==> src/rtl/mem_arb16.sv <==
// Arbiter between instruction fetch and data access on one single-port memory.
// Latency: the grant is combinational in the request cycle; the response arrives one cycle later.
// Backpressure: the losing requester sees no grant; a starved fetch is forced to win after STARVE_MAX denials.
module mem_arb16 #(
    parameter int STARVE_MAX = 3,
    parameter int AW         = 16
) (
    input  logic          clk1,
    input  logic          rst_n,
    input  logic          if_req,
    input  logic [AW-1:0] if_addr,
    output logic          if_gnt,
    output logic [15:0]   if_rdata,
    output logic          if_valid,
    input  logic          dm_req,
    input  logic          dm_we,
    input  logic [AW-1:0] dm_addr,
    input  logic [15:0]   dm_wdata,
    output logic          dm_gnt,
    output logic [15:0]   dm_rdata,
    output logic          dm_valid,
    input  logic          hlt,
    output logic          mem_en,
    output logic          mem_we,
    output logic [AW-1:0] mem_addr,
    output logic [15:0]   mem_wdata,
    input  logic [15:0]   mem_rdata,
    output logic          fetch_stall,
    output logic [1:0]    state
);

    localparam int SW = (STARVE_MAX > 0) ? $clog2(STARVE_MAX + 1) : 1;
    localparam logic [SW-1:0] SMAX = SW'(STARVE_MAX);

    typedef enum logic [1:0] {
        S_IDLE   = 2'd0,
        S_FETCH  = 2'd1,
        S_DATA   = 2'd2,
        S_HALTED = 2'd3
    } state_t;

    state_t        cur_state;
    logic [SW-1:0] starve_cnt;
    logic          if_pend;
    logic          dm_pend;
    logic          dm_pend_wr;
    logic          starved;

    assign starved = (starve_cnt == SMAX);

    // Fixed-priority grant: halt blocks fetch, a starved fetch beats data, then data beats fetch.
    // Gated by rst_n so that every output is quiet while reset is held.
    always_comb begin
        if_gnt = 1'b0;
        dm_gnt = 1'b0;
        if (rst_n) begin
            if (hlt) begin
                dm_gnt = dm_req;
            end else if (if_req && starved) begin
                if_gnt = 1'b1;
            end else if (dm_req) begin
                dm_gnt = 1'b1;
            end else begin
                if_gnt = if_req;
            end
        end
    end

    // Steer the shared memory port from the granted requester; everything idles at zero otherwise.
    always_comb begin
        mem_en    = if_gnt | dm_gnt;
        mem_we    = 1'b0;
        mem_addr  = '0;
        mem_wdata = '0;
        if (if_gnt) begin
            mem_addr = if_addr;
        end else if (dm_gnt) begin
            mem_we    = dm_we;
            mem_addr  = dm_addr;
            mem_wdata = dm_wdata;
        end
    end

    assign fetch_stall = rst_n & if_req & ~if_gnt;
    assign if_valid    = if_pend;
    assign dm_valid    = dm_pend;
    // Read data is only exposed alongside its valid; write acknowledgements carry zero data.
    assign if_rdata    = if_pend ? mem_rdata : 16'h0000;
    assign dm_rdata    = (dm_pend && !dm_pend_wr) ? mem_rdata : 16'h0000;
    assign state       = cur_state;

    // FSM tracks last cycle's owner, starvation counter and the one-cycle response pipeline.
    always_ff @(posedge clk1 or negedge rst_n) begin
        if (!rst_n) begin
            cur_state  <= S_IDLE;
            starve_cnt <= '0;
            if_pend    <= 1'b0;
            dm_pend    <= 1'b0;
            dm_pend_wr <= 1'b0;
        end else begin
            if_pend    <= if_gnt;
            dm_pend    <= dm_gnt;
            dm_pend_wr <= dm_gnt & dm_we;

            // While halted a denied fetch is not counted as starving; the counter just holds.
            if (!if_req || if_gnt) begin
                starve_cnt <= '0;
            end else if (!hlt && !starved) begin
                starve_cnt <= starve_cnt + 1'b1;
            end

            if (if_gnt) begin
                cur_state <= S_FETCH;
            end else if (dm_gnt) begin
                cur_state <= S_DATA;
            end else if (hlt) begin
                cur_state <= S_HALTED;
            end else begin
                cur_state <= S_IDLE;
            end
        end
    end

endmodule

==> config.mk <==
export PLATFORM = sky130hd
export DESIGN_NAME = mem_arb16
export DESIGN_NICKNAME = d
export VERILOG_FILES = /design/src/rtl/mem_arb16.sv
export SDC_FILE = /design/constraint.sdc
export NUM_CORES = 1
export LEC_CHECK = 0
export BUFFER_PORTS_ARGS = -buffer_cell sky130_fd_sc_hd__buf_4
export CAP_MARGIN = 0
export CORE_ASPECT_RATIO = 1.5
export CORE_MARGIN = 2
export CORE_UTILIZATION = 25
export CTS_CLUSTER_SIZE = 20
export DETAILED_ROUTE_END_ITERATION = 10
export GPL_ROUTABILITY_DRIVEN = 0
export PLACE_DENSITY = 0.78
export REMOVE_ABC_BUFFERS = 1
export SKIP_LAST_GASP = 1
export SLEW_MARGIN = 10
export SYNTH_ARGS = -nofsm -noshare
export SYNTH_HDL_FRONTEND = slang
export SYNTH_SLANG_ARGS = --single-unit
==> constraint.sdc <==
create_clock -name clk1 -period 1.51 [get_ports clk1]
set_clock_uncertainty 0.1 [all_clocks]
set_input_delay 0.0755 -clock clk1 [delete_from_list [all_inputs] [get_ports clk1]]
set_output_delay 0.0755 -clock clk1 [all_outputs]
set_load 0.01 [all_outputs]
==> run metrics <==
status=finished with violations; failing checks=setup timing; Area Growth Syn to Fin=155%; unique cell type count in the Yosys netlist=24; largest cells by area after synthesis=and2_1 37%, dfrtp_1 21%, a22o_1 17%, nand2_1 2.2%, a21oi_4 1.9%; # setup viols final=36; final WL=about 4.3 mm; # IOs=between 100 and 150; VDD IR max=about 0.00027 V; most frequent cells after synthesis=50 x and2_1, 16 x a22o_1, 7 x dfrtp_1; Rel. slew slack=0.735; Comb power frac=0.495; drt first pass iters=4; Worst Tran Pin Value=approximately 0.40 ns; setup ws final=-0.268 ns; dominant synthesized flop cell=dfrtp_1; DRC viols=0; Vias/cell=between 4 and 5; Via Count=around 1400; Max Clk Rate=approximately 560 MHz; max cap viols=0; setup TNS=-7.48 ns; crit-path leading delay family=buffers and inverters; Die Ht=75.1 um; Pint=663 uW; Min-Delay Path Class=in -> reg; post-synth design cell area=842 um2; core area=~3200 um2; GRT Total Usage=0.200; switching power=267 uW; Synth area leader=and2_1; Pwr Density=approximately 430 nW/um2; CTS tree=built; Clk pwr share=0.283; critical path class=reg -> out; Worst EP arrival=~1.6 ns; Layout Nets=between 300 and 400; CP max FO=23; Chip Width=slightly above 50 um; cell with the most instances after synthesis=and2_1; Clk pin slew, worst setup/hold paths=~0.040 ns; Bufs and invs on worst path=3; unrepaired setup endpoints after global routing=true; initial drt markers=25; top cell type's share of synthesized area=0.371; crit-path cells=ha_2 -> buf_4 -> a21oi_4 -> buf_12 -> and2_1 -> buf_4; Leakage Power=between 1 and 1.5 nW; # H-tree levels=1; fraction of layout cells with a size suffix above 1=0.650; Mapped Avg Cell Area=between 8 and 9 um2; gr ovfl total=0; critical path required time=roughly 1.3 ns; CP max stage delay=around 0.4 ns; # rows=25; vias in the first global route=1309; Starting Density=0.264; Slew Limit Fails=0; Detailed Place HPWL=between 3 and 4 mm; antenna viol nets, final=0; crit share post-route=1.18; fin util=0.673; worst skew pair latency=0.22 ns; Die ar.=between 3000 and 4000 um2; synth warn=0; I/O Buffers=between 100 and 150; Switching Share=0.287; Tmin final=roughly 1.8 ns; CTS sink count=7; routed len/inst=roughly 15 um; CP startpoint kind=register; reg-to-reg slack, setup=-0.02 ns; CTS root buffer=clkbuf_8; CP Capture Type=primary output; global-route wire length before repair=5.80 mm; most used cell, CP=buf_4; CTS max path bufs=2; sequential group share of total power=0.222; antenna violations before repair=0; EDFF count, synth=0; post-synthesis sequential area ratio=0.208; Slowest-stage cell, CP=dfrtp_1; post-synthesis async set-or-reset flop share=1.00; n_diodes=0; Syn Inst Count=105; CTS buffer count=3; largest net degree at the start of global routing=24; Yosys reg bits=7; final hold violation count=0
## flip-flops by register name, summed over array words and instances (netlist names)
name,cells
starve_cnt,2
state,2
dm_pend_wr,1
dm_valid,1
if_valid,1
## power groups by stage
| stage | logic [mW] | registers [mW] | clock network (mW) |
|---|---|---|---|
| floorplan | 0.132 | 0.210 | 0 |
| global placement | 0.422 | 0.207 | 0 |
| detailed placement | 0.427 | 0.208 | 0 |
| CTS | 0.446 | 0.206 | 0.266 |
| global route | 0.492 | 0.207 | 0.277 |
| finish | 0.461 | 0.206 | 0.264 |
## layout make-up
| cell class | count | area, um2 |
|---|---|---|
| timing repair buffer | 152 | 1180 |
| fill | 282 | 1040 |
| multi-input combinational | 92 | 692 |
| sequential | 7 | 175 |
| tap | 40 | 50.0 |
| clock buffer | 4 | 45.0 |
| inverter | 2 | 7.51 |
## worst paths after layout
| check | depth (start not counted) | from | endpoint |
|---|---|---|---|
| min reg2reg | 2 | starve_cnt[1] | starve_cnt[1] |
| max in group asynchronous | 2 | rst_n | starve_cnt[0] |
| min | 2 | hlt | state[1] |
| max reg2reg | 6 | starve_cnt[1] | starve_cnt[1] |
| min in group asynchronous | 2 | rst_n | state[0] |
| max | 6 | starve_cnt[1] | mem_wdata[12] |
## metal layers
layer  global-route usage  up-vias  wire [um]
met5                    0        -          0
met4               0.0439        0         10
met3               0.0893        2        675
met2                0.393      113       2260
met1                0.184      628       1390
li1                     -      660          -
## cells in the final DEF, fill, tap and decap left out, drive strengths merged
cell type / instances
or2: 2
dfrtp: 7
inv: 2
nor2: 2
o32ai: 1
o21bai: 1
a21oi: 3
nand2: 5
and2: 50
and3: 4
nor3: 1
buf: 150
a22o: 16
ha: 1
dlygate4sd3: 2
nor2b: 3
clkbuf: 4
or2b: 1
a21o: 1
nand2b: 1
## kinds of logic (layout without fill, tap and decap cells)
kind of cell,Yosys count,count (layout),synth area share
AND/OR/NAND/NOR,66,69,0.484
AO/OA/AOI/OAI,22,22,0.226
buffers and inverters,9,158,0.0669
flip-flops,7,7,0.208
adder cells (fa/ha/maj),1,1,0.0149
## what timing repair did
action	in CTS	in global routing
hold endpoints to repair	8	0
setup endpoints to repair	51	54
pin swaps	4	12
hold buffers	2	0
buffers inserted	3	2
cloned	2	1
gates resized for setup	6	12
## through the flow
step	hold slack, ns	cells	cell area (um2)	total power, mW	setup slack [ns]
after floorplan	-0.320	98	793	0.342	-0.0340
after global placement	-0.191	284	1950	0.629	-0.0383
after detailed placement	-0.189	284	1950	0.635	-0.0659
after CTS	0.00242	295	2080	0.918	-0.265
after global routing	0.0275	297	2150	0.976	-0.300
final	0.0228	297	2150	0.930	-0.268
Note: power is estimated with default switching activity, not from simulation.
